===== config.mk =====
export PLATFORM = sky130hd
export DESIGN_NAME = mips_inst_loader
export DESIGN_NICKNAME = d
export VERILOG_FILES = /design/src/rtl/mips_pkg.sv /design/src/rtl/mips_inst_pack.sv /design/src/rtl/mips_inst_loader.sv
export SDC_FILE = /design/constraint.sdc
export NUM_CORES = 1
export LEC_CHECK = 0
export CORE_ASPECT_RATIO = 1.5
export CORE_MARGIN = 4
export CORE_UTILIZATION = 45
export DETAILED_ROUTE_END_ITERATION = 8
export GPL_TIMING_DRIVEN = 0
export HOLD_SLACK_MARGIN = 0.06
export PLACE_DENSITY = 0.8
export SYNTH_ARGS = -nofsm -noshare
export SYNTH_HDL_FRONTEND = slang
export SYNTH_SLANG_ARGS = --single-unit

===== constraint.sdc =====
create_clock -name clk -period 3.05 [get_ports clk]
set_clock_uncertainty 0.05 [all_clocks]
set_input_delay 0.305 -clock clk [delete_from_list [all_inputs] [get_ports clk]]
set_output_delay 0.305 -clock clk [all_outputs]
set_load 0.01 [all_outputs]

===== src/rtl/mips_pkg.sv =====
// mips_pkg: instruction kind codes, MIPS opcode/func constants and loader states
// shared by the instruction packer, the loader and the P4 control decoder.
package mips_pkg;
  localparam logic [3:0] KIND_NOP  = 4'd0;
  localparam logic [3:0] KIND_ADDU = 4'd1;
  localparam logic [3:0] KIND_SUBU = 4'd2;
  localparam logic [3:0] KIND_JR   = 4'd3;
  localparam logic [3:0] KIND_ORI  = 4'd4;
  localparam logic [3:0] KIND_LW   = 4'd5;
  localparam logic [3:0] KIND_SW   = 4'd6;
  localparam logic [3:0] KIND_BEQ  = 4'd7;
  localparam logic [3:0] KIND_LUI  = 4'd8;
  localparam logic [3:0] KIND_JAL  = 4'd9;
  localparam logic [5:0] OP_SPECIAL = 6'b000000;
  localparam logic [5:0] OP_ORI     = 6'b001101;
  localparam logic [5:0] OP_LW      = 6'b100011;
  localparam logic [5:0] OP_SW      = 6'b101011;
  localparam logic [5:0] OP_BEQ     = 6'b000100;
  localparam logic [5:0] OP_LUI     = 6'b001111;
  localparam logic [5:0] OP_JAL     = 6'b000011;
  localparam logic [5:0] FUNC_ADDU = 6'b100001;
  localparam logic [5:0] FUNC_SUBU = 6'b100011;
  localparam logic [5:0] FUNC_JR   = 6'b001000;
  // beq $0,$0,-1: parks the core on a self-loop once the program ends
  localparam logic [31:0] TERM_WORD = 32'h1000_FFFF;
  typedef enum logic [1:0] {S_IDLE, S_LOAD, S_TERM, S_DONE} state_t;
endpackage


===== src/rtl/mips_inst_pack.sv =====
// mips_inst_pack: packs a symbolic instruction into a 32-bit MIPS word and
// flags kinds outside the supported subset.
module mips_inst_pack
  import mips_pkg::*;
(
  input  logic [3:0]  i_kind,
  input  logic [4:0]  i_rs,
  input  logic [4:0]  i_rt,
  input  logic [4:0]  i_rd,
  input  logic [15:0] i_imm,
  input  logic [25:0] i_tgt,
  output logic [31:0] o_word,
  output logic        o_illegal
);
  always_comb begin
    o_word = '0;
    o_illegal = 1'b0;
    case (i_kind)
      KIND_NOP:  o_word = '0;
      KIND_ADDU: o_word = {OP_SPECIAL, i_rs, i_rt, i_rd, 5'd0, FUNC_ADDU};
      KIND_SUBU: o_word = {OP_SPECIAL, i_rs, i_rt, i_rd, 5'd0, FUNC_SUBU};
      KIND_JR:   o_word = {OP_SPECIAL, i_rs, 15'd0, FUNC_JR};
      KIND_ORI:  o_word = {OP_ORI, i_rs, i_rt, i_imm};
      KIND_LW:   o_word = {OP_LW, i_rs, i_rt, i_imm};
      KIND_SW:   o_word = {OP_SW, i_rs, i_rt, i_imm};
      KIND_BEQ:  o_word = {OP_BEQ, i_rs, i_rt, i_imm};
      KIND_LUI:  o_word = {OP_LUI, 5'd0, i_rt, i_imm};
      KIND_JAL:  o_word = {OP_JAL, i_tgt};
      default:   o_illegal = 1'b1;
    endcase
  end
endmodule


===== src/rtl/mips_inst_loader.sv =====
// mips_inst_loader: accepts symbolic instructions over valid/ready, writes the
// packed words sequentially into IM and closes each session with a self-loop.
module mips_inst_loader
  import mips_pkg::*;
#(
  parameter int DEPTH  = 1024,
  parameter int ADDR_W = 10
) (
  input  logic              clk,
  input  logic              reset,
  input  logic              start,
  input  logic              flush,
  input  logic              in_valid,
  output logic              in_ready,
  input  logic [3:0]        in_kind,
  input  logic [4:0]        in_rs,
  input  logic [4:0]        in_rt,
  input  logic [4:0]        in_rd,
  input  logic [15:0]       in_imm,
  input  logic [25:0]       in_tgt,
  output logic              im_we,
  output logic [ADDR_W-1:0] im_addr,
  output logic [31:0]       im_wdata,
  output logic [ADDR_W:0]   count,
  output logic              done,
  output logic              err
);
  localparam logic [ADDR_W:0] LAST = (ADDR_W+1)'(DEPTH - 1);
  state_t r_state, w_state_n;
  logic r_ready, r_we, r_done, r_err, r_fp;
  logic w_ready_n, w_we_n, w_done_n, w_err_n, w_fp_n;
  logic [ADDR_W-1:0] r_addr, r_ptr, w_addr_n, w_ptr_n;
  logic [31:0] r_wdata, w_wdata_n, w_word;
  logic [ADDR_W:0] r_count, w_count_n;
  logic w_illegal, w_acc;
  mips_inst_pack u_pack (
    .i_kind    (in_kind),
    .i_rs      (in_rs),
    .i_rt      (in_rt),
    .i_rd      (in_rd),
    .i_imm     (in_imm),
    .i_tgt     (in_tgt),
    .o_word    (w_word),
    .o_illegal (w_illegal)
  );
  assign w_acc = in_valid && r_ready;
  always_comb begin
    w_state_n = r_state;
    w_we_n = 1'b0;
    w_addr_n = r_addr;
    w_wdata_n = r_wdata;
    w_count_n = r_count;
    w_ptr_n = r_ptr;
    w_done_n = r_done;
    w_err_n = 1'b0;
    w_fp_n = r_fp;
    case (r_state)
      S_IDLE, S_DONE: if (start) begin
        w_state_n = S_LOAD;
        w_count_n = '0;
        w_ptr_n = '0;
        w_done_n = 1'b0;
        w_fp_n = 1'b0;
      end
      S_LOAD: begin
        if (w_acc && !w_illegal) begin
          w_we_n = 1'b1;
          w_addr_n = r_ptr;
          w_wdata_n = w_word;
          w_ptr_n = r_ptr + ADDR_W'(1);
          w_count_n = r_count + (ADDR_W+1)'(1);
        end
        w_err_n = w_acc && w_illegal;
        // a flush that coincides with a transfer is deferred one cycle
        if (flush && w_acc) w_fp_n = 1'b1;
        else if (flush || (r_fp && !w_acc)) begin
          w_state_n = S_TERM;
          w_we_n = 1'b1;
          w_addr_n = r_ptr;
          w_wdata_n = TERM_WORD;
          w_count_n = r_count + (ADDR_W+1)'(1);
          w_fp_n = 1'b0;
        end
      end
      S_TERM: begin
        w_state_n = S_DONE;
        w_done_n = 1'b1;
      end
    endcase
    w_ready_n = (w_state_n == S_LOAD) && !w_fp_n && (w_count_n < LAST);
  end
  always_ff @(posedge clk) begin
    if (!reset) begin
      r_state <= S_IDLE;
      r_ready <= 1'b0;
      r_we <= 1'b0;
      r_addr <= '0;
      r_wdata <= '0;
      r_count <= '0;
      r_ptr <= '0;
      r_done <= 1'b0;
      r_err <= 1'b0;
      r_fp <= 1'b0;
    end else begin
      r_state <= w_state_n;
      r_ready <= w_ready_n;
      r_we <= w_we_n;
      r_addr <= w_addr_n;
      r_wdata <= w_wdata_n;
      r_count <= w_count_n;
      r_ptr <= w_ptr_n;
      r_done <= w_done_n;
      r_err <= w_err_n;
      r_fp <= w_fp_n;
    end
  end
  assign in_ready = r_ready;
  assign im_we = r_we;
  assign im_addr = r_addr;
  assign im_wdata = r_wdata;
  assign count = r_count;
  assign done = r_done;
  assign err = r_err;
endmodule


==> results of run 1 <==
==> where the power goes <==
| group | switching (mW) | internal [mW] | total [mW] |
|---|---|---|---|
| sequential | 0.0609 | 1.01 | 1.07 |
| combinational | 0.645 | 0.460 | 1.10 |
| clock | 0.374 | 0.593 | 0.967 |
==> through the flow <==
step,setup WS (ns),cells
6_report,0.488,669
5_1_grt,0.107,669
4_1_cts,0.473,669
3_5_place_dp,0.126,653
3_3_place_gp,0.218,653
2_1_floorplan,0.794,432
==> sequential cells by signal (all words and copies together), names as in the netlist <==
name,count
in_ready,1
im_we,1
im_wdata,32
im_addr,10
count,11
r_fp,1
r_ptr,10
r_state,2
err,1
done,1
==> worst reg2reg max path: stages, from the launching register on <==
cell and delay, ns:
dfxtp_1 0.35, inv_1 0.07, ha_1 0.37, nand2b_1 0.18
o21ai_0 0.18, a2111oi_1 0.70, nand4_1 0.21, xor2_1 0.18
nor2_1 0.05
==> per-layer routing <==
layer	vias to the layer above	global-route usage [%]	wire [um]
li1	1853	-	-
met1	1839	26.9	4270
met2	182	46.3	5890
met3	33	5.29	880
met4	0	13.2	385
met5	-	0	0
==> cell type report <==
class,instances,area [um2],share of cell area [%]
multi-input combinational,326,1920,37.9
sequential,70,1400,27.7
clock inverter,3,18.8,0.370
tap,102,128,2.52
buffer,29,120,2.37
timing repair buffer,119,1190,23.5
clock buffer,13,260,5.14
inverter,7,26.3,0.519
==> cells by family after synthesis <==
logic type,after synthesis
xor+xnor,7
simple gates,154
buf+inv,36
mux,2
compound gates,159
flops,70
fa+ha+maj,4
==> worst max path at each step <==
| stage | cells after the start | to | slack (ns) | start |
|---|---|---|---|---|
| floorplan | 7 | in_ready | 0.79 | in_kind[2] |
| global placement | 8 | r_ptr[9] | 0.22 | in_kind[1] |
| detailed placement | 8 | r_ptr[9] | 0.13 | in_kind[1] |
| CTS | 8 | r_ptr[9] | 0.47 | in_kind[1] |
| global route | 8 | r_ptr[9] | 0.11 | in_kind[1] |
| finish | 8 | r_ptr[9] | 0.49 | in_kind[1] |
==> placed cells by master, fill, tap and decap left out, types with 9 or more instances in the layout <==
cell type	instances
nand2_1	48
o21ai_0	40
a22oi_1	30
clkdlybuf4s50_1	119
a22o_1	15
a21oi_1	32
clkbuf_1	23
dfxtp_1	70
nor2_1	48
clkbuf_16	9
==> metrics.md, run 1 <==
| Metric | Value |
|---|---|
| Cell count after synthesis | `432` |
| Layout area overhead | `46.1%` |
| RSZ-0062 raised after global routing | `false` |
| Netlist cell types | `55` |
| Max stage delay on crit path | `0.75 ns` |
| Critical path buffer and inverter count | `2` |
| Critical Path RT | `3.20 ns` |
| Layout cells sized above 1 | `4.76%` |
| Post-synth ARST share | `0%` |
| Slowest-stage cell, CP | `a2111oi_1` |
| Post-synthesis cell area | `3470 um2` |
| Post-synth top area cell | `dfxtp_1` |
| Outcome | `finished, final reports clean` |
| Antenna Nets Post-Route | `0` |
| Vias | `3907` |
| Critical path class | `in -> reg` |
| RR Startpoint | `r_state[0]` |
| Fin nets | `632` |
| IO Port Bufs | `119` |
| # setup viols final | `0` |
| Clock sink count | `70` |
| Final period util | `84.0%` |
| Ranking of synthesized cells by area | `dfxtp_1, a22oi_1, o21ai_0` |
| Hold depth | `3` |
| Arrival time of the worst setup path | `2.72 ns` |
| Synth Area in XOR/XNOR | `1.77%` |
| CTS tree | `done` |
| Die area | `9210 um2` |
| Slew HR | `41.3%` |
| VDD IR max | `0.390 mV` |
| Final Hold Slack | `0.289 ns` |
| YS warnings | `0` |
| Post-synthesis mux area share | `0.577%` |
| Min-Delay Endpoint | `err` |
| Number of flops mapped to enable cells by yosys | `0` |
| First-pass GRT wire length | `18200 um` |
| Hold Path Class | `in -> reg` |
| DP HPWL | `8620 um` |
| Average wire per standard cell | `17.1 um` |
| Simple-Gate Fraction of Synth Area | `21.0%` |
| Gpl congestion | `0.941` |
| Post-synthesis adder-cell area fraction | `1.44%` |
| Aggregate global-route resource usage | `25.3%` |
| Initial Util | `45.9%` |
| I/O Pins | `123` |
| Synth Area in Compound Gates | `30.6%` |
| Largest family of logic cells by synthesized area | `compound AO/OA/AOI/OAI gates` |
| CP Cell Sequence | `clkdlybuf4s50_1 -> o21ai_0 -> nand3_1 -> clkbuf_1 -> a2111oi_1 -> nand4_1 -> xor2_1 -> nor2_1` |
| Measured slew at the worst slew-check pin | `0.874 ns` |
| Worst-skew pair later-pin latency | `0.34 ns` |
| Area share of the largest cell type after synthesis | `40.4%` |
| Top_reg_cell synth | `dfxtp_1` |
| Placed cell area | `4790 um2` |
| DRC | `0` |
| Vias in the first global route | `3764` |
| Initial antenna violation count | `0` |
| Final Max Tran Viols | `0` |
| Gr ovfl total | `0` |
| Setup crit end kind | `flip-flop` |
| R2R depth | `8` |
| Site Rows | `39` |
| Min-delay src | `in_valid` |
| Largest net degree at the start of global routing | `12` |
| Post-CTS setup buffers | `0` |
| Die H | `116 um` |
| Reg clk slew, reported paths | `0.05 ns` |
| Most common cell in the synthesized netlist | `dfxtp_1` |
| CP Max Fanout | `10` |
| Horiz. Die Dim | `79.7 um` |
| Reg-to-reg critical path endpoint | `r_ptr[9]` |
| Pwr dens | `621 nW/um2` |
| Flops & latches, synth | `70` |
| CTS max path bufs | `2` |
| Total Power | `3.15 mW` |
| LEAKAGE | `1.82 nW` |
| Vias/cell | `5.84` |
| Fin area | `5070 um2` |
| Leading cell types by count after synthesis | `dfxtp_1, nand2_1, nor2_1` |
| Hold Buf Count CTS | `0` |
| Ant diodes | `0` |
| Max-cap viol count | `0` |
| Critical Path Source Type | `input pin` |
| FMAX | `0.390 GHz` |
| # H-tree levels | `3` |
| Root buffer cell | `clkbuf_16` |
| Detailed Route Iter0 Violations | `272` |
| Setup TNS | `0 ns` |
| Crit-path leading delay family | `compound AO/OA/AOI/OAI gates` |
| Reg2Reg Setup Slack | `0.57 ns` |
| Mapped Nets | `502` |
| Layout Utilization | `67.0%` |
| First-pass detailed-route iteration total | `5` |
| Syn Area/Cell | `8.03 um2` |
| # resized after CTS | `0` |
| Filler cell count | `668` |
| Fin crit period | `2.56 ns` |
| Total Wirelength | `11400 um` |
| CTS buffer count | `9` |
| Register area share after synthesis | `40.4%` |
| Endpoints failing hold | `0` |
| CORE AREA | `7560 um2` |
Power figures use the tool's default switching activity.
==> run 2, diff against run 1 <==
--- a/config.mk
+++ b/config.mk
@@ -7,11 +7,11 @@
 export LEC_CHECK = 0
 export CORE_ASPECT_RATIO = 1.5
 export CORE_MARGIN = 4
-export CORE_UTILIZATION = 45
+export CORE_UTILIZATION = 41
 export DETAILED_ROUTE_END_ITERATION = 8
 export GPL_TIMING_DRIVEN = 0
 export HOLD_SLACK_MARGIN = 0.06
-export PLACE_DENSITY = 0.8
+export PLACE_DENSITY = 0.77
 export SYNTH_ARGS = -nofsm -noshare
 export SYNTH_HDL_FRONTEND = slang
 export SYNTH_SLANG_ARGS = --single-unit
==> constraint.sdc (replaced) <==
create_clock -name clk -period 2.2 [get_ports clk]
set_clock_uncertainty 0.05 [all_clocks]
set_input_delay 0.22 -clock clk [delete_from_list [all_inputs] [get_ports clk]]
set_output_delay 0.22 -clock clk [all_outputs]
set_load 0.01 [all_outputs]
==> run 2 against run 1 <==
Effect of this change: the run now ends with setup timing left; first-iteration DRC count is 21% higher; die area rose by 8.9%; sequential power increased by 39%; utilization shrank 2.4 points; power increased by 47%; non-clock buffer count grew 2; cell area grew 3.4%; via count grew 0.13%; sequential share of layout area decreased by 0.85 points; count of clock-buffer cells in the layout fell by 1; critical endpoint is now in_ready.
==> metrics.md, run 2 (synthesis results as in run 1) <==
| Metric | Value |
|---|---|
| Outcome | `complete, but fails checks` |
| Failing checks | `setup timing` |
| Multi-input gate area | `2030 um2 (+5.5%)` |
| Grt met3 use | `6.00% (+0.71 points)` |
| R2R depth | `7 (-1)` |
| Largest net degree at the start of global routing | `12 (unchanged)` |
| CTS tree | `done` |
| Horiz. Die Dim | `83.1 um (+4.3%)` |
| Critical path endpoint | `in_ready` |
| Die area | `10000 um2 (+8.9%)` |
| Vias | `3912 (+0.13%)` |
| Critical Path Start | `flush` |
| # setup viols final | `1 (+1)` |
| CTS max path bufs | `2 (unchanged)` |
| Reg2Reg Setup Slack | `0.01 ns (-0.56 ns)` |
| Site Rows | `40 (+2.6%)` |
| Gpl congestion | `0.854 (-9.3%)` |
| Placed cell area | `4790 um2 (+0.13%)` |
| Pwr dens | `880 nW/um2 (+42%)` |
| Gr busiest metal | `met2` |
| Largest register FFs | `32 (unchanged)` |
| Layout Utilization | `64.6% (-2.4 points)` |
| Initial antenna violation count | `0 (unchanged)` |
| First-pass detailed-route iteration total | `5 (unchanged)` |
| Endpoints failing hold | `0 (unchanged)` |
| DRC | `0 (unchanged)` |
| Clock sink count | `70 (unchanged)` |
| Antenna Nets Post-Route | `0 (unchanged)` |
| I/O Pins | `123 (unchanged)` |
| Measured slew at the worst slew-check pin | `0.680 ns (-0.194 ns)` |
| Layout cells sized above 1 | `10.0% (+5.3 points)` |
| Slew HR | `54.3% (+13 points)` |
| Critical Path RT | `2.37 ns (-0.83 ns)` |
| Dpl ws | `-0.621 ns (-0.746 ns)` |
| Storage cell area | `1400 um2 (+0.18%)` |
| Final Max Tran Viols | `0 (unchanged)` |
| Ant diodes | `0 (unchanged)` |
| Finished Layout Cells | `673 (+0.60%)` |
| Setup ws final | `-0.00458 ns (-0.492 ns)` |
| Detailed Route Iter0 Violations | `330 (+21%)` |
| Filler cell count | `717 (+7.3%)` |
| LEAKAGE | `1.87 nW (+3.0%)` |
| Arrival time of the worst setup path | `2.38 ns (-0.34 ns)` |
| CP Max Fanout | `8 (-2)` |
| Root buffer cell | `clkbuf_16` |
| Commonest non-fill, non-tap cell in the layout | `clkdlybuf4s50_1` |
| Die H | `121 um (+4.4%)` |
| GR Layer Usage met1 | `25.3% (-1.6 points)` |
| First-pass GRT wire length | `19100 um (+4.9%)` |
| CTS buffer count | `9 (unchanged)` |
| Initial Util | `42.8% (-3.1 points)` |
| Max-cap viol count | `0 (unchanged)` |
| Fin crit period | `2.20 ns` |
| Critical Path Source Type | `input pin` |
| Layout area overhead | `51.0%` |
| Total Wirelength | `11600 um (+1.3%)` |
| # H-tree levels | `3 (unchanged)` |
| Reg clk slew, reported paths | `0.06 ns (about the same)` |
| Vias in the first global route | `3941 (+4.7%)` |
| Routing usage on met2 | `42.7% (-3.7 points)` |
| Total Power | `4.61 mW (+47%)` |
| Commonest non-fill, non-tap cells in the layout | `clkdlybuf4s50_1, dfxtp_1, nor2_1, nand2_1, o21ai_0` |
| DP Cell Count | `656 (+0.46%)` |
| Critical path class | `in -> reg` |
| Worst-skew pair later-pin latency | `0.33 ns (about the same)` |
| Fin nets | `634 (+0.32%)` |
| FMAX | `0.454 GHz` |
| Final period util | `100%` |
| CORE AREA | `8110 um2 (+7.2%)` |
| Setup TNS | `-0.00458 ns (-0.00458 ns)` |
| Hold Buf Count CTS | `0 (unchanged)` |
| Aggregate global-route resource usage | `23.2% (-2.1 points)` |
| Hold depth | `3 (unchanged)` |
| Fin area | `5240 um2 (+3.4%)` |
| Final Hold Slack | `0.184 ns (-0.106 ns)` |
| RSZ-0062 raised after global routing | `true` |
| VDD IR max | `0.654 mV (+68%)` |
| DP HPWL | `8620 um (about the same)` |
| Gr ovfl total | `0 (unchanged)` |
| Setup crit end kind | `flip-flop` |
| Vias/cell | `5.81 (-0.47%)` |
| RR Startpoint | `in_ready` |
| Hold Path Class | `in -> reg` |
| Average wire per standard cell | `17.2 um (+0.68%)` |
| IO Port Bufs | `119 (unchanged)` |
| Reg-to-reg critical path endpoint | `in_ready` |
run 2: cell type report:
type	instances	share of cell area (%)
Buffer	28	2.75
Multi-Input combinational cell	326	38.7
Inverter	7	0.502
Clock inverter	3	0.860
Clock buffer	12	4.71
Timing Repair Buffer	122	23.2
Tap cell	105	2.51
Sequential cell	70	26.8
run 2: how the worst min path moves through the flow:
stage	startpoint	end	slack [ns]
2_1_floorplan	reset	count[0]	0.32
3_5_place_dp	im_addr[7]	im_addr[7]	0.40
3_3_place_gp	im_addr[6]	im_addr[6]	0.40
6_report	in_valid	err	0.18
4_1_cts	in_valid	err	0.19
5_1_grt	in_valid	err	0.22
run 2: layer usage:
metal | wire length, um | up-vias
met5 | 0 | -
li1 | - | 1859
met2 | 6010 | 154
met3 | 724 | 30
met1 | 4490 | 1869
met4 | 347 | 0
run 2: report_power, final:
group | switching [mW] | internal, mW
sequential | 0.0798 | 1.41
clock | 0.534 | 0.902
combinational | 0.967 | 0.722
total | 1.58 | 3.03
run 2: what timing repair did:
item / 4_1_cts / 5_1_grt
pin swaps: 1 / 3
endpoints found under the setup margin: 43 / 43
gates resized for setup: 17 / 30
setup buffers: 2 / 1
run 2: worst max-delay path: stages:
cell and delay [ns]:
clkdlybuf4s50_1 0.50, o2bb2ai_1 0.47, and2_1 0.20, clkbuf_1 0.29, a21oi_1 0.17, o22ai_1 0.16
nand4_1 0.12, o31a_1 0.25
==> run 3, diff against run 2 <==
--- a/config.mk
+++ b/config.mk
@@ -11,7 +11,8 @@
 export DETAILED_ROUTE_END_ITERATION = 8
 export GPL_TIMING_DRIVEN = 0
 export HOLD_SLACK_MARGIN = 0.06
-export PLACE_DENSITY = 0.77
+export PLACE_DENSITY = 0.75
+export SKIP_LAST_GASP = 1
 export SYNTH_ARGS = -nofsm -noshare
 export SYNTH_HDL_FRONTEND = slang
 export SYNTH_SLANG_ARGS = --single-unit
==> run 3 against run 2 <==
Effect of this change: the run still ends with setup timing left; power is 3.1% lower; wire length up 1.2%; via count down 0.69%; hold slack improved by 0.013 ns; setup slack worse by 0.0025 ns; final cell count increased by 0.59%; clock power decreased by 10%; largest power group unchanged.
==> metrics.md, run 3 (synthesis results as in run 1) <==
| Metric | Value |
|---|---|
| Outcome | `complete, but fails checks` |
| Failing checks | `setup timing` |
| Vias | `3885 (-0.69%)` |
| Die area | `10000 um2 (unchanged)` |
| Vias in the first global route | `3950 (+0.23%)` |
| First-pass detailed-route iteration total | `5 (unchanged)` |
| # setup viols final | `1 (unchanged)` |
| CTS tree | `done` |
| Setup ws final | `-0.00706 ns (-0.00249 ns)` |
| Layout area overhead | `50.7%` |
| Filler cell count | `721 (+0.56%)` |
| Multi-input gate area | `2030 um2 (about the same)` |
| CTS max path bufs | `2 (unchanged)` |
| Vias/cell | `5.74 (-1.3%)` |
| Setup crit end kind | `flip-flop` |
| FMAX | `0.453 GHz (-0.11%)` |
| CTS buffer count | `9 (unchanged)` |
| Cell mode on critical path | `or4_4` |
| Horiz. Die Dim | `83.1 um (unchanged)` |
| Clock sink count | `70 (unchanged)` |
| Max-cap viol count | `0 (unchanged)` |
| Ant diodes | `0 (unchanged)` |
| Int Pwr | `2.90 mW (-4.4%)` |
| Reg2Reg Setup Slack | `-0.007 ns (-0.02 ns)` |
| Gr ovfl total | `0 (unchanged)` |
| Fin nets | `637 (+0.47%)` |
| Slew HR | `62.1% (+7.8 points)` |
| CP Max Fanout | `10 (+2)` |
| RR Startpoint | `in_ready` |
| First-pass GRT wire length | `19400 um (+1.7%)` |
| RSZ-0062 raised after global routing | `true` |
| I/O Pins | `123 (unchanged)` |
| Storage cell area | `1410 um2 (about the same)` |
| Hold depth | `3 (unchanged)` |
| Min-Delay Endpoint | `err` |
| Measured slew at the worst slew-check pin | `0.564 ns (-0.116 ns)` |
| Worst-skew pair later-pin latency | `0.34 ns (about the same)` |
| Slowest-stage cell, CP | `or4_4` |
| Seq pwr share | `33.4% (+1.2 points)` |
| Fin crit period | `2.21 ns (+0.00249 ns)` |
| Root buffer cell | `clkbuf_16` |
| Critical Path RT | `2.37 ns (about the same)` |
| Gpl congestion | `0.871 (+2.0%)` |
| Commonest non-fill, non-tap cell in the layout | `clkdlybuf4s50_1` |
| Die H | `121 um (unchanged)` |
| VDD IR max | `0.545 mV (-17%)` |
| Pwr dens | `854 nW/um2 (-3.0%)` |
| Arrival time of the worst setup path | `2.38 ns (about the same)` |
| IO Port Bufs | `119 (unchanged)` |
| Initial Util | `42.8% (unchanged)` |
| Layout cells sized above 1 | `10.8% (+0.80 points)` |
| Min-delay src | `in_valid` |
| CP Cell Sequence | `buf_6 -> o2111a_2 -> or4_4 -> or4_4 -> nand3_2 -> o21ai_2 -> o31a_1` |
| Average wire per standard cell | `17.3 um (+0.61%)` |
| Total Wirelength | `11700 um (+1.2%)` |
| Layout Utilization | `64.5% (-0.11 points)` |
| Final Hold Slack | `0.197 ns (+0.0134 ns)` |
| Largest net degree at the start of global routing | `12 (unchanged)` |
| Psw | `1.57 mW (-0.79%)` |
| Hold Path Class | `in -> reg` |
| Reg clk slew, reported paths | `0.06 ns (about the same)` |
| Critical Path Source Type | `flip-flop` |
| # H-tree levels | `3 (unchanged)` |
| Reg-to-reg critical path endpoint | `in_ready` |
| Detailed Route Iter0 Violations | `272 (-18%)` |
| Dpl ws | `-0.575 ns (+0.0461 ns)` |
| DP HPWL | `8580 um (-0.45%)` |
| Final period util | `100% (+0.11 points)` |
| Clock share of power | `28.8% (-2.4 points)` |
| Site Rows | `40 (unchanged)` |
| Final Max Tran Viols | `0 (unchanged)` |
| Max stage delay on crit path | `0.51 ns (about the same)` |
| Commonest non-fill, non-tap cells in the layout | `clkdlybuf4s50_1, dfxtp_1, nand2_1, nor2_1, o21ai_0` |
| R2R depth | `7 (unchanged)` |
| Net Sw Frac | `35.1% (+0.83 points)` |
| Power share of the combinational group | `37.8% (+1.2 points)` |
| Aggregate global-route resource usage | `23.6% (+0.35 points)` |
| LEAKAGE | `1.88 nW (+0.28%)` |
| Largest register FFs | `32 (unchanged)` |
| Critical path class | `reg -> reg` |
| Initial antenna violation count | `0 (unchanged)` |
| Endpoints failing hold | `0 (unchanged)` |
| Antenna Nets Post-Route | `0 (unchanged)` |
| CORE AREA | `8110 um2 (unchanged)` |
| DRC | `0 (unchanged)` |
## run 3: cell types whose count changed in the layout (fill, tap and decap cells not counted), sizes merged
cell / delta
clkinv: +2
clkinvlp: -1
bufinv: -1
clkbuf: +4
## run 3: routing by layer
metal / track usage, % / vias to the layer above / share of wire, %
li1: - / 1864 / -
met1: 25.9 / 1842 / 39
met2: 43.4 / 151 / 53
met3: 5.39 / 28 / 5.6
met4: 9.30 / 0 / 2.8
met5: 0 / - / 0
## run 3: power by group through the flow
stage / Sequential [mW] / Clock [mW] / Combinational (mW)
2_1_floorplan: 1.55 / 0 / 0.833
3_3_place_gp: 1.50 / 0 / 1.48
3_5_place_dp: 1.51 / 0 / 1.51
4_1_cts: 1.49 / 1.31 / 1.62
5_1_grt: 1.51 / 1.36 / 1.85
6_report: 1.49 / 1.29 / 1.69
## run 3: through the flow
step / std cells / TNS, ns / instance area (um2) / power [mW]
after floorplan: 432 / 0 / 3470 / 2.39
after global placement: 656 / -17.09 / 4790 / 2.98
after detailed placement: 656 / -18.65 / 4790 / 3.02
after CTS: 678 / 0 / 5170 / 4.42
after global routing: 677 / -0.464 / 5230 / 4.72
final: 677 / -0.00706 / 5230 / 4.47
## run 3: how the worst max path moves through the flow
stage                              end  depth (start not counted)       start  slack [ns]
after floorplan               in_ready                          7    in_ready        0.04
after global placement        r_ptr[9]                          8  in_kind[1]       -0.56
after detailed placement  im_wdata[10]                          9  in_kind[3]       -0.57
after CTS                     in_ready                          7    in_ready       0.001
after global routing          in_ready                          8  r_state[0]       -0.09
final                         in_ready                          7    in_ready      -0.007
## run 3: critical path, delay by kind of cell (launching register included)
kind	cells	cell delay, ns
buffers and inverters	1	0.14
AO/OA/AOI/OAI	3	0.45
flip-flops	1	0.33
AND/OR/NAND/NOR	3	1.11
## run 3: final cells by class
cell class,instances,share of cell area (%)
Timing Repair Buffer,125,23.6
Sequential cell,70,26.9
Tap cell,105,2.51
Multi-Input combinational cell,326,38.7
Clock buffer,13,4.59
Buffer,28,2.73
Clock inverter,3,0.407
Inverter,7,0.503
## run 3: repair_timing
item                                    4_1_cts  5_1_grt
setup buffers                                 6        0
hold buffers                                  0        0
hold endpoints to repair                      0        0
gates resized for setup                      23       17
endpoints found under the setup margin       45       45
pin swaps                                     6        2
==> RTL edit 1: new RTL, settings of run 1 <==
Set the parameter `ADDR_W` to 11 (it was 10).
--- a/src/rtl/mips_inst_loader.sv
+++ b/src/rtl/mips_inst_loader.sv
@@ -5,5 +5,5 @@
 #(
   parameter int DEPTH  = 1024,
-  parameter int ADDR_W = 10
+  parameter int ADDR_W = 11
 ) (
   input  logic              clk,
Interface: changed (resized count and im_addr); port bits go from 123 to 125. No check against the original RTL was run, so the function may have changed too.
==> RTL edit 1 against run 1 <==
Area after synthesis up 8.9%; sequential share of layout area down 0.69 points; wire length up 4.5%; register-to-register slack worse by 0.15 ns; fmax down 2.6%; first-iteration DRC count up 5.1%; power up 4.2%; sequential cell count up 3; count of clock-buffer cells in the layout down 2; utilization down 0.16 points; setup slack worse by 0.067 ns; cell area up 6.9%.
==> RTL edit 1: results (changes against run 1) <==
The flow ran to the end, and the final reports show no timing, DRC or antenna violations. The run gives 453 (+4.9%) as the synthesized netlist cell count. The critical path in this run is classified as flip-flop to flip-flop.

The tools report the met1 track demand over resource as 23.0% (-3.9 points). Met2 demand-to-capacity share in global routing: 44.7% (-1.6 points). The unique cell type count in the Yosys netlist is 56 (+1.8%), and the area fraction in compound gates after synthesis is 30.1% (-0.49 points). The HPWL reported at the end of detailed placement is 9.19 mm (+6.6%). The run gives 679 (+4.0%) as the number of instances in the placed design. The leading power group is sequential cells. The logs give 2.16 mW (+4.7%) for the internal power of the cells and 4.29 mm (+0.33%) for the wire length the detailed router placed on met1.

The largest stage delay on the critical path was 0.39 ns (-0.36 ns); the number of filler instances in the final layout was 709 (+6.1%). The weighted congestion at the end of routability-driven global placement was 0.909 (-3.5%). Among all stages on the critical path, the largest delay is contributed by sky130_fd_sc_hd__dfxtp_1. Ranked by instance count, the synthesized netlist is headed by 73 x sky130_fd_sc_hd__dfxtp_1, 49 x sky130_fd_sc_hd__nand2_1, 45 x sky130_fd_sc_hd__o21ai_0.

The met2 wire length is 6.49 mm (+10%), and the internal reg-to-reg setup slack is 0.42 ns (-0.15 ns). The adder and majority cell fraction of the synthesized area was 1.32% (-0.12 points). The run gives 655 (+3.6%) as the final net count. The endpoint of the worst hold-timing path was im_wdata[27]$_SDFFE_PN0P_.

Pin slew with the least headroom to its limit: 0.923 ns (+0.0489 ns). The pin count of the biggest net entering global routing was 13 (+1). The most critical setup path has its endpoint at in_ready$_SDFF_PN0_.
[RTL edit 1: cell types whose count changed after synthesis, sizes merged, moves of 4 or more]
| cell | before | now |
|---|---|---|
| a22oi | 30 | 38 |
| a21boi | 1 | 15 |
| a21oi | 32 | 14 |
| nor2 | 48 | 16 |
| and2 | 8 | 12 |
| a22o | 15 | 5 |
| o21ai | 42 | 48 |
| nor2b | 3 | 34 |
| inv | 7 | 12 |
[RTL edit 1: critical path: cells and delay by family (launching register included)]
kind / cells / cell delay (ns)
AO/OA/AOI/OAI: 4 / 0.73
flip-flops: 1 / 0.39
adder cells (fa/ha/maj): 1 / 0.19
AND/OR/NAND/NOR: 2 / 0.52
buffers and inverters: 3 / 0.62
[RTL edit 1: cell families after synthesis]
family,after synthesis
flip-flops,73
AND/OR/NAND/NOR,161
buffers and inverters,42
multiplexers,3
AO/OA/AOI/OAI,164
adder cells (fa/ha/maj),4
XOR/XNOR,6
[RTL edit 1: through the flow]
step	area [um2]	util [%]	setup slack (ns)	hold WS, ns
finish	5420	66.8	0.420	0.361
global route	5420	66.8	0.253	0.397
CTS	5420	66.8	0.470	0.354
detailed placement	5120	63.2	0.280	0.406
global placement	5120	63.2	0.312	0.400
floorplan	3780	-	0.970	0.404
[RTL edit 1: cell type report]
| class | count | area [um2] | area share (%) |
|---|---|---|---|
| multi-input combinational | 338 | 2130 | 39.4 |
| clock inverter | 4 | 53.8 | 0.993 |
| clock buffer | 11 | 243 | 4.48 |
| sequential | 73 | 1460 | 27.0 |
| buffer | 30 | 139 | 2.56 |
| inverter | 12 | 45.0 | 0.831 |
| tap | 105 | 131 | 2.42 |
| timing repair buffer | 121 | 1210 | 22.4 |
==> RTL edit 2: new RTL, settings of run 1 <==
Made on the original files. Encoding of `state_t`: now one-hot (4 bits for 4 states).
--- a/src/rtl/mips_pkg.sv
+++ b/src/rtl/mips_pkg.sv
@@ -24,5 +24,5 @@
   // beq $0,$0,-1: parks the core on a self-loop once the program ends
   localparam logic [31:0] TERM_WORD = 32'h1000_FFFF;
-  typedef enum logic [1:0] {S_IDLE, S_LOAD, S_TERM, S_DONE} state_t;
+  typedef enum logic [3:0] {S_IDLE = 4'b0001, S_LOAD = 4'b0010, S_TERM = 4'b0100, S_DONE = 4'b1000} state_t;
 endpackage
 
Function: same outputs for any inputs over 10 cycles, from zero or initial values and one cycle with reset low; not proved beyond that.
==> RTL edit 2 against run 1 <==
Global-route usage down 1.1 points; sequential share of layout area down 0.37 points; area after synthesis up 4.6%; sequential cell count up 2; wire length down 0.39%; setup slack better by 0.070 ns; cell area up 4.2%; hold slack better by 0.12 ns; critical path depth up 1.
Power is not compared: it rests on default switching activity, and its combinational part moved more than twofold at a synthesized area within 25%.
==> RTL edit 2: results (changes against run 1) <==
The flow ran to the end, and the final reports show no timing, DRC or antenna violations. The kind of cell with the highest combined delay along the critical path is buffers and inverters. The wire length of the first global-routing pass is 18.2 mm (about the same), and the path depth of the worst reg2reg path is 7 (-1). The final net count was 651 (+3.0%); the mux share of post-synthesis cell area was 0.586% (+0.0090 points). Detail-routed via count per cell: 5.73 (-2.0%).

The weighted congestion at the end of routability-driven global placement was 0.959 (+1.9%); the post-synthesis area per instance was 8.05 um2 (+0.21%). The number of instances in the placed design is 674 (+3.2%). For the unique cell type count in the Yosys netlist, the log shows 62 (+13%). After synthesis, the cell types taking the most area are sky130_fd_sc_hd__dfxtp_1 40%, sky130_fd_sc_hd__nor2_1 5.8%, sky130_fd_sc_hd__nand2_1 5.7%. For the max-slew headroom at the worst pin, the log shows 30.4% (-11 points). The run gives 11.4 mm (-0.39%) as the final wirelength. The run gives 810 um (-8.0%) as the met3 wirelength from detailed routing. Ranked by instance count, the synthesized netlist is headed by 72 x sky130_fd_sc_hd__dfxtp_1, 56 x sky130_fd_sc_hd__nor2_1, 55 x sky130_fd_sc_hd__nand2_1. The share of final-layout standard cells stronger than drive strength 1 was 7.14% (+2.4 points). The largest stage delay on the critical path came out at 0.49 ns (-0.26 ns).

The startpoint of the most critical hold path is im_addr[2]$_SDFFE_PN0P_. Path category of the worst min-delay check: flip-flop to flip-flop. For the total routing usage reported by global routing, the log shows 24.2% (-1.1 points). The endpoint identified for the worst register-to-register timing path is im_wdata[10]$_SDFFE_PN0P_.

The iteration-0 DRC count of the detailed router is 209 (-23%). The run gives 0.408 ns (+0.119 ns) as the final hold slack. The count of buffers from port buffering was 121 (+1.7%). The count of cells along the worst hold path came out at 2 (-1). Tracing the worst setup path back leads to its startpoint at in_kind[2].
RTL edit 2: worst max path at each step:
stage	end	slack [ns]
floorplan	in_ready$_SDFF_PN0_	1.07
global placement	im_wdata[17]$_SDFFE_PN0P_	0.30
detailed placement	im_wdata[18]$_SDFFE_PN0P_	0.30
CTS	im_wdata[10]$_SDFFE_PN0P_	0.56
global route	im_wdata[19]$_SDFFE_PN0P_	0.39
finish	im_wdata[18]$_SDFFE_PN0P_	0.56
RTL edit 2: tightest hold or removal path: stages (launching register included):
cell                      delay (ns)
sky130_fd_sc_hd__dfxtp_1        0.31
sky130_fd_sc_hd__nand2_1        0.05
sky130_fd_sc_hd__a21oi_1        0.05
RTL edit 2: per-stage QoR:
stage	setup slack [ns]	utilization, %
3_5_place_dp	0.303	64.0
6_report	0.558	68.1
5_1_grt	0.394	68.1
4_1_cts	0.555	68.1
3_3_place_gp	0.304	64.0
2_1_floorplan	1.07	-
RTL edit 2: power breakdown:
part / internal, mW / total [mW] / leakage [nW] / switching (mW)
Clock: 0.716 / 1.11 / 0.150 / 0.393
Sequential: 0.959 / 0.975 / 0.581 / 0.0158
Combinational: 0.181 / 0.375 / 1.13 / 0.194
Total: 1.86 / 2.46 / 1.86 / 0.602
RTL edit 2: cell type report:
cell class / count / area (um2)
Clock inverter: 5 / 81.3
Fill cell: 636 / 2480
Multi-Input combinational cell: 340 / 2010
Sequential cell: 72 / 1440
Buffer: 29 / 140
Timing Repair Buffer: 121 / 1210
Clock buffer: 11 / 233
Tap cell: 102 / 128
Inverter: 10 / 37.5
RTL edit 2: cell families (layout without fill, tap and decap cells):
| kind of cell | after synthesis | count (layout) |
|---|---|---|
| adder cells (fa/ha/maj) | 2 | 2 |
| flip-flops | 72 | 72 |
| multiplexers | 2 | 2 |
| buffers and inverters | 39 | 176 |
| AO/OA/AOI/OAI | 149 | 149 |
| AND/OR/NAND/NOR | 178 | 178 |
| XOR/XNOR | 9 | 9 |
RTL edit 2: metal layers:
| metal | track usage [%] | vias up |
|---|---|---|
| met5 | 0 | - |
| met4 | 13.4 | 0 |
| met3 | 5.05 | 37 |
| met2 | 42.4 | 172 |
| met1 | 25.9 | 1837 |
| li1 | - | 1905 |
